[src/rtl/enc32t5_if.sv]
// enc32t5_if: request/index handshake bundle for the serial 32-to-5 priority encoder
interface enc32t5_if #(
    parameter int N_REQ = 32,
    parameter int IDX_W = 5
);
    logic             En;
    logic [N_REQ-1:0] req_i;
    logic             req_valid;
    logic [IDX_W-1:0] idx_o;
    logic             idx_valid;
    logic             idx_ready;
    logic [N_REQ-1:0] pending_o;
    logic             none_o;
    logic             dup_o;
    modport master (
        output En, req_i, req_valid, idx_ready,
        input  idx_o, idx_valid, pending_o, none_o, dup_o
    );
    modport slave (
        input  En, req_i, req_valid, idx_ready,
        output idx_o, idx_valid, pending_o, none_o, dup_o
    );
endinterface

[src/rtl/enc32t5_serial.sv]
// enc32t5_serial: collects request bits into a pending set and emits their indices lowest-first
module enc32t5_serial (
    input  logic     clk,
    input  logic     rst,
    enc32t5_if.slave bus
);
    typedef enum logic [1:0] {IDLE, SEL, HOLD} state_t;
    state_t      state;
    logic [31:0] pending, clr, pending_nxt;
    logic [4:0]  idx, low;
    logic        idx_valid, dup;
    always_comb begin
        clr = (idx_valid && bus.idx_ready) ? 32'd1 << idx : '0;
        pending_nxt = (pending & ~clr) | (bus.req_valid ? bus.req_i : '0);
        low = '0;
        for (int i = 31; i >= 0; i--) low = pending[i] ? 5'(i) : low;
    end
    always_ff @(posedge clk) begin
        if (rst) begin
            pending   <= '0;
            idx       <= '0;
            idx_valid <= 1'b0;
            dup       <= 1'b0;
            state     <= IDLE;
        end else begin
            pending <= pending_nxt;
            dup     <= bus.req_valid & |(bus.req_i & pending & ~clr);
            unique case (state)
                IDLE: if (bus.En && pending != '0) state <= SEL;
                SEL: begin
                    state     <= bus.En ? HOLD : IDLE;
                    idx       <= bus.En ? low : idx;
                    idx_valid <= bus.En;
                end
                // a presented index stays up regardless of En until taken
                HOLD: if (bus.idx_ready) begin
                    idx_valid <= 1'b0;
                    state     <= (bus.En && pending_nxt != '0) ? SEL : IDLE;
                end
                default: state <= IDLE;
            endcase
        end
    end
    assign bus.idx_o     = idx;
    assign bus.idx_valid = idx_valid;
    assign bus.pending_o = pending;
    assign bus.dup_o     = dup;
    assign bus.none_o    = (pending == '0) && (state == IDLE);
endmodule

[src/flat_wrapper.sv]
// flat-port wrapper written by rule: the top's interface ports become plain ports
module enc32t5_serial_flat 
  (clk, rst, bus_En, bus_req_i, bus_req_valid, bus_idx_ready, bus_idx_o, bus_idx_valid, bus_pending_o, bus_none_o, bus_dup_o);
  enc32t5_if bus_i ();
  input  logic clk;
  input  logic rst;
  input wire logic [$bits(bus_i.En)-1:0] bus_En;
  input wire logic [$bits(bus_i.req_i)-1:0] bus_req_i;
  input wire logic [$bits(bus_i.req_valid)-1:0] bus_req_valid;
  input wire logic [$bits(bus_i.idx_ready)-1:0] bus_idx_ready;
  output wire logic [$bits(bus_i.idx_o)-1:0] bus_idx_o;
  output wire logic [$bits(bus_i.idx_valid)-1:0] bus_idx_valid;
  output wire logic [$bits(bus_i.pending_o)-1:0] bus_pending_o;
  output wire logic [$bits(bus_i.none_o)-1:0] bus_none_o;
  output wire logic [$bits(bus_i.dup_o)-1:0] bus_dup_o;
  assign bus_i.En = bus_En;
  assign bus_i.req_i = bus_req_i;
  assign bus_i.req_valid = bus_req_valid;
  assign bus_i.idx_ready = bus_idx_ready;
  assign bus_idx_o = bus_i.idx_o;
  assign bus_idx_valid = bus_i.idx_valid;
  assign bus_pending_o = bus_i.pending_o;
  assign bus_none_o = bus_i.none_o;
  assign bus_dup_o = bus_i.dup_o;
  enc32t5_serial u_core (.clk(clk), .rst(rst), .bus(bus_i));
endmodule
[config.mk]
export PLATFORM = sky130hd
export DESIGN_NAME = enc32t5_serial_flat
export DESIGN_NICKNAME = d
export VERILOG_FILES = /design/src/rtl/enc32t5_if.sv /design/src/rtl/enc32t5_serial.sv /design/src/flat_wrapper.sv
export SDC_FILE = /design/constraint.sdc
export NUM_CORES = 1
export LEC_CHECK = 0
export BUFFER_PORTS_ARGS = -buffer_cell sky130_fd_sc_hd__buf_4
export CAP_MARGIN = 25
export CORE_ASPECT_RATIO = 0.75
export CORE_MARGIN = 3
export CORE_UTILIZATION = 54
export CTS_CLUSTER_DIAMETER = 60
export DETAILED_ROUTE_END_ITERATION = 8
export GPL_TIMING_DRIVEN = 0
export HOLD_SLACK_MARGIN = 0.02
export PLACE_DENSITY_LB_ADDON = 0.2
export SYNTH_ARGS = -nofsm -noshare
export SYNTH_HDL_FRONTEND = slang
export SYNTH_SLANG_ARGS = --single-unit
[constraint.sdc]
create_clock -name clk -period 6.15 [get_ports clk]
set_input_delay 1.5375 -clock clk [delete_from_list [all_inputs] [get_ports clk]]
set_output_delay 1.5375 -clock clk [all_outputs]
set_load 0.05 [all_outputs]
# After elaboration in Yosys (flattened, before gate mapping)
# Cells that the tools add are included.
# totals
reg_bits,41
latch_bits,0
ramBits,0
mem_bits_ro,0
inputBits,37
output_inout_bits,40
elab_cells,70
n_memories,0
# op_classes
addsub,0
mul,0
div,0
n_lt_le_gt_ge,0
n_eq_ne,4
n_shift,1
mux,41
bitwise,6
n_reduce_logical,13
# ops
cell,count
$mux W5,32
$and A32 B32 Y32,3
$mux W32,2
$reduce_bool A32 Y1,2
$logic_not A32 Y1,1
$not A32 Y32,1
$or A32 B32 Y32,1
$reduce_or A32 Y1,1
$shl A1 B5 Y32 const A,1
$mux W2,3
$pmux W2 S3,1
$reduce_and A2 Y1,3
$logic_and A1 B1 Y1,4
$eq A2 B1 Y1 const B,1
$eq A2 B2 Y1 const B,1
$logic_not A2 Y1,1
$mux W1,2
$ne A2 B1 Y1 const B,1
$ne A2 B2 Y1 const B,1
$pmux W1 S2,1
$reduce_bool A2 Y1,1
$and A1 B1 Y1,1

# Longest topological paths before layout
# Gate-level depths: netlist of the first run.
# depth
word_depth,32
depth_mapped,7
mapped_depth_nobuf,6

# Least setup slack after synthesis of the first run
# Ideal clock, no wire load.
# synth_path
path_kind,flip-flop to output port
startpoint,register u_core.pending[11] (netlist: u_core.bus.pending_o[11])
endpoint,output port bus_none_o
arrival_ns,2.851
required_ns,4.612
slack_ns,1.762
stages_incl_launch_ff,5
cell_sequence,dfxtp_1 or4_1 nor2_1 nand2_1 nor4_1
# synth_via
elab_chain_len,2
# synth_rtl
item,line,rtl
start: declaration,enc32t5_serial.sv:9,"logic [31:0] pending, clr, pending_nxt;"
start signal: assignment,enc32t5_serial.sv:26,pending <= pending_nxt;
$logic_not A32 Y1,enc32t5_serial.sv:48,assign bus.none_o = (pending == '0) && (state == IDLE);
$logic_and A1 B1 Y1,enc32t5_serial.sv:48,
end: declaration,flat_wrapper.sv:14,output wire logic [$bits(bus_i.none_o)-1:0] bus_none_o;
# No other way between the ends.

# Worst setup path in the final report of the first run
# layout_path
startpoint,register u_core.pending[30] (netlist: u_core.bus.pending_o[30])
endpoint,output port bus_none_o
# The elaborated chain is that of the path after synthesis.

==> results of run 1 <==
[metrics by stage]
step	area (um^2)	hold WS [ps]	cells
4_1_cts	3020	583	452
3_3_place_gp	2940	539	444
6_report	3020	597	452
3_5_place_dp	2940	565	444
5_1_grt	3020	626	452
2_1_floorplan	2320	479	318
[cell type report]
cell class / count / share of cell area, %
Sequential cell: 41 / 27.1
Multi-Input combinational cell: 238 / 44.4
Buffer: 12 / 1.78
Tap cell: 52 / 2.15
Clock inverter: 3 / 0.579
Timing Repair Buffer: 74 / 18.4
Clock buffer: 5 / 2.28
Inverter: 27 / 3.35
[worst min-delay path: stages (launching register included)]
cell	delay [ps]
dfxtp_1	410
nand2_1	90
a21oi_1	50
[layer usage]
metal	track usage, %	up-vias	wire (um)
met4	13.5	0	370
met1	48.8	1386	3630
met3	18.3	48	1500
met5	0	-	0
met2	50.8	282	3910
li1	-	1337	-
[Yosys cell counts, types with 2 or more instances]
cell / n / area [um^2]
a22oi_1: 2 / 15.0
nand2_1: 32 / 120
dfxtp_1: 41 / 821
o21ai_1: 13 / 65.1
nand4b_1: 4 / 35.0
nand3b_1: 2 / 15.0
inv_1: 27 / 101
nor2_1: 31 / 116
a21oi_1: 47 / 235
or3_1: 2 / 12.5
nand3_1: 5 / 25.0
o21ai_0: 15 / 75.1
nand4bb_1: 2 / 22.5
nor4_1: 16 / 100
nand2b_1: 2 / 12.5
nor3_1: 5 / 25.0
clkbuf_1: 10 / 37.5
o211ai_1: 2 / 15.0
o31ai_1: 2 / 15.0
o21a_1: 12 / 90.1
o2111ai_1: 2 / 17.5
nand4_1: 11 / 68.8
or4_1: 3 / 22.5
o22ai_1: 5 / 31.3
[sequential cells by signal, indices dropped and copies added, names as in the netlist]
register and count:
u_core.bus.dup_o 1, u_core.bus.idx_o 5, u_core.bus.idx_valid 1, u_core.bus.pending_o 32
u_core.state 2
[cell families after synthesis]
kind of cell / share of synthesized area, %
compound gates: 29.4
buf+inv: 6.70
flops: 35.4
simple gates: 28.5
[worst paths after layout]
path	cells past startpoint	from	endpoint
max reg2reg	6	u_core.bus.idx_o[1]	u_core.state[0]
min reg2reg	2	u_core.bus.idx_o[3]	u_core.bus.idx_o[3]
max	5	u_core.bus.pending_o[30]	bus_none_o
min	2	u_core.bus.idx_o[3]	u_core.bus.idx_o[3]
[cell usage in the layout (no fill, tap or decap), types with 2 or more instances in the layout]
master / synthesis / routed
nand2_1: 32 / 32
or4_1: 3 / 3
dfxtp_1: 41 / 41
inv_1: 27 / 27
nor3_1: 5 / 5
a22oi_1: 2 / 2
nand2b_1: 2 / 2
nand4_1: 11 / 11
buf_4: 0 / 74
o21ai_0: 15 / 15
o21a_1: 12 / 12
nor2_1: 31 / 31
a21oi_1: 47 / 47
nand3_1: 5 / 5
o211ai_1: 2 / 2
o2111ai_1: 2 / 2
nand4bb_1: 2 / 2
o21ai_1: 13 / 13
o31ai_1: 2 / 2
nor4_1: 16 / 16
clkinv_2: 0 / 2
or3_1: 2 / 2
nand4b_1: 4 / 4
o22ai_1: 5 / 5
clkbuf_8: 0 / 5
clkbuf_1: 10 / 10
nand3b_1: 2 / 2
[power by group through the flow]
stage | Combinational [uW] | Sequential (uW) | Clock, uW
after global placement | 211 | 311 | 0
after detailed placement | 213 | 312 | 0
after floorplan | 81.2 | 360 | 0
after CTS | 214 | 306 | 173
final | 221 | 308 | 174
after global routing | 233 | 310 | 188
==> run_results.csv, run 1 <==
group,metric,value,unit
clock_tree,cts_resized,0,
final_layout,syn_to_final_growth,30.5,%
critical_path,required,4610,ps
critical_path,path_cells,"nor4_1 -> and3_1 -> nand3_1 -> nor4_1 -> buf_4",
power_and_ir_drop,p_sw,267,uW
synthesis,ys_seq_area_share,35.4,%
critical_path,slowest_stage,"nor4_1",
grt,grt_max_degree,14,
synthesis,synth_fp_nets,355,
route,drt_wl_total,9.41,mm
route,vias_per_cell,6.75,
synthesis,syn-mean-instance-area,7.29,um^2
placement,pre_cts_ws,2630,ps
timing,slew_violations,0,
timing,layout_setup_ws,2470,ps
grt,grt_usage,36.8,%
route,postRouteAntennaNets,0,
floorplan,die_x,81.6,um
clock_tree,cts_buffer_depth,2,
clock_tree,cts_tree,"done",
clock_tree,postCtsSetupBuffers,0,
critical_path,crit_top_cell,"nor4_1",
timing,finalHoldViolations,0,
critical_path,cp_max_fo,5,
floorplan,std_cell_rows,19,
route,drt_iter0_markers,500,
final_layout,num-nets-final,436,
critical_path,crit_family,"simple AND/OR/NAND/NOR gates",
power_and_ir_drop,power_frac_comb,31.4,%
final_layout,final_util,78.0,%
timing,slew_headroom,53.0,%
clock_tree,clk_latency,300,ps
power_and_ir_drop,total_power,702,uW
grt,grt_overflow_total,0,
run_status,status,"complete, no violations",
synthesis,synth_seq_cells,41,
power_and_ir_drop,pwr-share-clk,24.7,%
timing,setup_violations,0,
floorplan,die-area,0.00512,mm^2
critical_path,path_buf_inv,1,
clock_tree,hold_buffers,0,
clock_tree,root_buffer,"clkbuf_8",
timing,min_period_over_period,59.8,%
critical_path,cp-end-kind,"output port",
timing,finalClockSkew,9.82,ps
grt,grt_first_pass_wirelength,14.4,mm
placement,globalplace.congestion,1.04,
synthesis,yosysWarnings,0,
floorplan,initial_utilization,59.8,%
floorplan,fp.dieH,62.7,um
critical_path,rrSetupSlack,3550,ps
placement,dpl.hpwl,7.25,mm
grt,grt_pass1_vias,2816,
power_and_ir_drop,p_leak,0.00128,uW
synthesis,synthFlopType,"dfxtp_1",
final_layout,regArea,821,um^2
critical_path,max_stage_delay,520,ps
synthesis,synth_edf_count,0,
route,first_pass_iters,5,
placement,port_buffers,74,
final_layout,multi_input_area,0.00134,mm^2
final_layout,drive_above_1_share,21.5,%
grt,antenna_found_initial,0,
timing,clock.fmax,0.272,GHz
route,vias,3053,
critical_path,arrival,2140,ps
timing,grt_setup_unrepaired,"no",
timing,tightest_slew,699,ps
route,routedWlPerCell,20.8,um
synthesis,netlist_instances,318,
floorplan,num_io_pins,77,
floorplan,core_area,0.00387,mm^2
power_and_ir_drop,sw_frac_of_total,38.0,%
final_layout,n_antenna_cell,0,
critical_path,path_class,"reg2out",
final_layout,fillers,296,
timing,period_needed,3680,ps
critical_path,start_kind,"flop",
power_and_ir_drop,powerDensity,232,mW/mm^2
clock_tree,htreeDepth,2,
clock_tree,clock-sinks,41,
power_and_ir_drop,seq_power_share,43.8,%
synthesis,yosysUniqueCellTypes,49,
power_and_ir_drop,peakVddDrop,0.000199,V
synthesis,netlist_area,0.00232,mm^2
hold_path,hp-class,"reg2reg",
clock_tree,cts_buffers,5,
timing,fin_tns_setup,0,ps
synthesis,postSynth.asyncResetShare,0,%
power_and_ir_drop,internal_power,436,uW
clock_tree,clk_pin_slew_worst_paths,80,ps
job,maxCapViolCount,0,
route,drcViolationCount,0,
Note: power is estimated with default switching activity, not from simulation.
==> inputs of run 2 (changes only) <==
Settings changed: CORE_UTILIZATION 54 to 50.
Clock period 6.15 ns to 3.4 ns, I/O delays scaled along.
==> run_results.csv, run 2 (same netlist as run 1, synthesis figures left out) <==
group,metric,value,unit
power_and_ir_drop,peakVddDrop,0.000239,V
grt,grt_pass1_vias,2770,
floorplan,initial_utilization,54.5,%
timing,period_needed,2900,ps
clock_tree,postCtsSetupBuffers,0,
critical_path,required,2550,ps
floorplan,fp.dieH,65.0,um
critical_path,cp-end-kind,"output port",
clock_tree,cts_buffers,5,
timing,clock.fmax,0.345,GHz
clock_tree,htreeDepth,2,
route,drcViolationCount,0,
route,vias,3022,
timing,setup_violations,0,
floorplan,num_io_pins,77,
final_layout,syn_to_final_growth,31.6,%
clock_tree,cts_tree,"done",
grt,grt_usage,34.6,%
final_layout,final_util,71.7,%
placement,dpl.hpwl,7.35,mm
grt,grt_max_degree,13,
timing,min_period_over_period,85.3,%
critical_path,path_class,"reg2out",
critical_path,crit_family,"simple AND/OR/NAND/NOR gates",
timing,finalClockSkew,6.21,ps
timing,grt_setup_unrepaired,"no",
clock_tree,cts_resized,0,
power_and_ir_drop,total_power,1310,uW
floorplan,std_cell_rows,20,
hold_path,hp-class,"reg2reg",
critical_path,r2r_start,"u_core.bus.idx_o[0]",
critical_path,path_cells,"nor4_1 -> and3_1 -> nand3_1 -> nor4_2 -> buf_4",
floorplan,die_x,84.6,um
placement,port_buffers,74,
route,top_layer,"met4",
critical_path,max_stage_delay,470,ps
final_layout,final_area,0.00305,mm^2
timing,tightest_slew,758,ps
placement,dpl_cell_area,0.00295,mm^2
timing,layout_setup_ws,498,ps
run_status,status,"complete, no violations",
clock_tree,clock-sinks,41,
timing,slew_headroom,48.1,%
clock_tree,root_buffer,"clkbuf_8",
route,wl_met1,3.75,mm
critical_path,arrival,2050,ps
clock_tree,hold_buffers,0,
critical_path,reg2regPathDepth,6,
final_layout,layout_common_cells,"74 x buf_4, 47 x a21oi_1, 41 x dfxtp_1",
final_layout,num-nets-final,436,
power_and_ir_drop,p_leak,0.00129,uW
grt,antenna_found_initial,0,
clock_tree,clk_latency,290,ps
critical_path,cp_max_fo,5,
critical_path,path_buf_inv,1,
final_layout,final_common_cell,"buf_4",
job,maxCapViolCount,0,
route,drt_iter0_markers,407,
placement,pre_cts_ws,394,ps
floorplan,core_area,0.00425,mm^2
route,dr_wl_met2,3.96,mm
critical_path,slowest_stage,"nor4_1",
timing,fin_tns_setup,0,ps
grt,grt_first_pass_wirelength,14.7,mm
critical_path,crit_start,"u_core.bus.pending_o[30]",
critical_path,critical_path_depth,5,
grt,grt_overflow_total,0,
final_layout,largest_register_ffs,32,
power_and_ir_drop,powerDensity,429,mW/mm^2
critical_path,crit_path_end,"bus_none_o",
critical_path,start_kind,"flop",
route,drt_wl_total,9.54,mm
route,routedWlPerCell,21.0,um
floorplan,die-area,0.00550,mm^2
timing,slew_violations,0,
route,vias_per_cell,6.64,
final_layout,drive_above_1_share,21.8,%
route,postRouteAntennaNets,0,
route,first_pass_iters,6,
timing,finalHoldViolations,0,
critical_path,worstReg2RegEnd,"u_core.bus.dup_o",
critical_path,rrSetupSlack,800,ps
clock_tree,clk_pin_slew_worst_paths,80,ps
route,wl_met3,1.57,mm
placement,globalplace.congestion,0.996,
clock_tree,cts_buffer_depth,2,
final_layout,n_antenna_cell,0,
run 2: layout make-up:
class | count | area (um^2)
plain buffers | 12 | 53.8
inverters | 27 | 101
flip-flops and latches | 41 | 821
multi-input cells | 238 | 1350
clock buffers | 7 | 96.3
clock inverters | 1 | 5.00
well taps | 55 | 68.8
fillers | 388 | 1200
repair buffers | 74 | 556
run 2: power breakdown:
group / internal [uW] / leakage, uW / switching, uW / total, uW
Clock: 184 / 0.0000542 / 171 / 355
Sequential: 510 / 0.000339 / 50.5 / 561
Combinational: 136 / 0.000901 / 256 / 392
Total: 830 / 0.00129 / 478 / 1310
run 2: layer usage:
layer / track usage, % / up-vias
li1: - / 1336
met5: 0 / -
met3: 11.3 / 33
met2: 50.5 / 288
met1: 49.3 / 1365
met4: 8.10 / 0
run 2: stage by stage:
step | cells | hold slack [ps]
after floorplan | 318 | 489
after global placement | 447 | 534
after detailed placement | 447 | 539
after CTS | 455 | 552
after global routing | 455 | 575
final | 455 | 556
run 2: worst min path at each step:
| stage | startpoint | end | slack [ps] | cells past startpoint |
|---|---|---|---|---|
| 6_report | u_core.state[1] | u_core.state[1] | 560 | 2 |
| 5_1_grt | u_core.state[1] | u_core.state[1] | 580 | 2 |
| 4_1_cts | u_core.state[1] | u_core.state[1] | 550 | 2 |
| 3_5_place_dp | u_core.state[1] | u_core.state[1] | 540 | 2 |
| 3_3_place_gp | u_core.state[1] | u_core.state[1] | 530 | 2 |
| 2_1_floorplan | u_core.state[1] | u_core.state[1] | 490 | 2 |
run 2: worst min-delay path, stage by stage, from the launching register on:
cell and delay [ps]:
dfxtp_1 370, nand2_1 80, a21oi_1 60
==> inputs of run 3 (changes only) <==
Settings changed: CORE_UTILIZATION 50 to 30.
==> run_results.csv, run 3 (same netlist as run 1, synthesis figures left out) <==
group,metric,value,unit
route,drt_iter0_markers,285,
timing,layout_setup_ws,440,ps
final_layout,final_common_cell,"buf_4",
final_layout,n_antenna_cell,0,
timing,fin_tns_setup,0,ps
job,maxCapViolCount,0,
timing,min_period_over_period,87.1,%
grt,grt_max_degree,12,
grt,grt_usage,21.7,%
clock_tree,clk_pin_slew_worst_paths,80,ps
placement,dpl.hpwl,7.58,mm
timing,finalHoldViolations,0,
critical_path,arrival,2110,ps
grt,grt_first_pass_wirelength,14.6,mm
critical_path,path_cells,"nor4_1 -> and3_1 -> nand3_1 -> nor4_2 -> buf_4",
power_and_ir_drop,powerDensity,410,mW/mm^2
critical_path,cp-end-kind,"output port",
timing,slew_violations,0,
critical_path,cp_max_fo,5,
power_and_ir_drop,peakVddDrop,0.000172,V
route,postRouteAntennaNets,0,
power_and_ir_drop,seq_power_share,44.1,%
grt,grt_pass1_vias,2663,
clock_tree,cts_resized,0,
timing,clock.fmax,0.338,GHz
floorplan,die-area,0.00883,mm^2
power_and_ir_drop,internal_power,792,uW
clock_tree,hold_buffers,0,
critical_path,path_class,"reg2out",
grt,grt_overflow_total,0,
timing,holdWs,587,ps
floorplan,num_io_pins,77,
power_and_ir_drop,p_leak,0.00128,uW
hold_path,hp-class,"reg2reg",
placement,pre_cts_ws,538,ps
critical_path,required,2550,ps
critical_path,max_stage_delay,540,ps
final_layout,drive_above_1_share,21.0,%
clock_tree,cts_tree,"done",
floorplan,die_x,107,um
final_layout,largest_register_ffs,32,
final_layout,num-nets-final,436,
route,drcViolationCount,0,
clock_tree,postCtsSetupBuffers,0,
power_and_ir_drop,sw_frac_of_total,37.4,%
run_status,status,"complete, no violations",
critical_path,slowest_stage,"nor4_1",
final_layout,final_util,41.5,%
placement,port_buffers,74,
clock_tree,cts_buffer_depth,2,
route,drt_wl_total,9.57,mm
timing,slew_headroom,57.9,%
critical_path,path_buf_inv,1,
timing,setup_violations,0,
placement,globalplace.congestion,0.907,
power_and_ir_drop,total_power,1270,uW
clock_tree,cts_buffers,5,
timing,tightest_slew,615,ps
route,vias_per_cell,5.72,
route,first_pass_iters,5,
grt,antenna_found_initial,0,
floorplan,std_cell_rows,27,
timing,finalClockSkew,8.41,ps
clock_tree,root_buffer,"clkbuf_8",
timing,grt_setup_unrepaired,"no",
final_layout,layout_common_cells,"74 x buf_4, 47 x a21oi_1, 41 x dfxtp_1",
power_and_ir_drop,pwr-share-clk,25.0,%
power_and_ir_drop,power_frac_comb,30.9,%
floorplan,fp.dieH,82.1,um
power_and_ir_drop,p_sw,474,uW
route,vias,2867,
floorplan,core_area,0.00743,mm^2
critical_path,crit_family,"simple AND/OR/NAND/NOR gates",
final_layout,syn_to_final_growth,33.2,%
timing,period_needed,2960,ps
clock_tree,clk_latency,300,ps
critical_path,start_kind,"flop",
clock_tree,clock-sinks,41,
floorplan,initial_utilization,31.2,%
clock_tree,htreeDepth,2,
route,routedWlPerCell,19.1,um
run 3: cell count changes in the layout (fill, tap and decap cells not counted), sizes merged:
cell | previous run | this run
clkinv | 1 | 0
clkbuf | 17 | 18
run 3: path summary, 6_finish.rpt:
check / from / end / slack (ps) / cells after the start
worst max register to register: u_core.bus.idx_valid / u_core.bus.dup_o / 930 / 6
worst min-delay path: u_core.state[1] / u_core.state[1] / 590 / 2
worst min register to register: u_core.state[1] / u_core.state[1] / 590 / 2
worst max-delay path: u_core.bus.pending_o[30] / bus_none_o / 440 / 5
run 3: cell type report:
class | instances | area, um^2
Fill cell | 815 | 4350
Sequential cell | 41 | 821
Clock buffer | 8 | 80.1
Inverter | 27 | 101
Timing Repair Buffer | 74 | 556
Multi-Input combinational cell | 238 | 1350
Buffer | 12 | 53.8
Tap cell | 101 | 126
run 3: power by group through the flow:
stage | combinational, uW | clock [uW] | sequential, uW
finish | 391 | 317 | 558
global route | 418 | 343 | 564
floorplan | 147 | 0 | 652
global placement | 387 | 0 | 568
CTS | 387 | 317 | 557
detailed placement | 385 | 0 | 568
run 3: routing by layer:
metal,wire length [um],track usage [%],vias to the layer above
met5,0,0,-
met4,109,5.17,0
met3,1140,6.84,13
met2,3980,31.2,166
met1,4340,31.3,1352
li1,-,-,1336
run 3: metrics by stage:
stage          area [um^2]  cells
2_1_floorplan         2320    318
3_3_place_gp          3010    493
3_5_place_dp          3010    493
4_1_cts               3090    501
5_1_grt               3090    501
6_report              3090    501
run 3: worst min-delay path: stages, from the launching register on:
cell     delay (ps)
dfxtp_1         400
nand2_1          90
a21oi_1          60
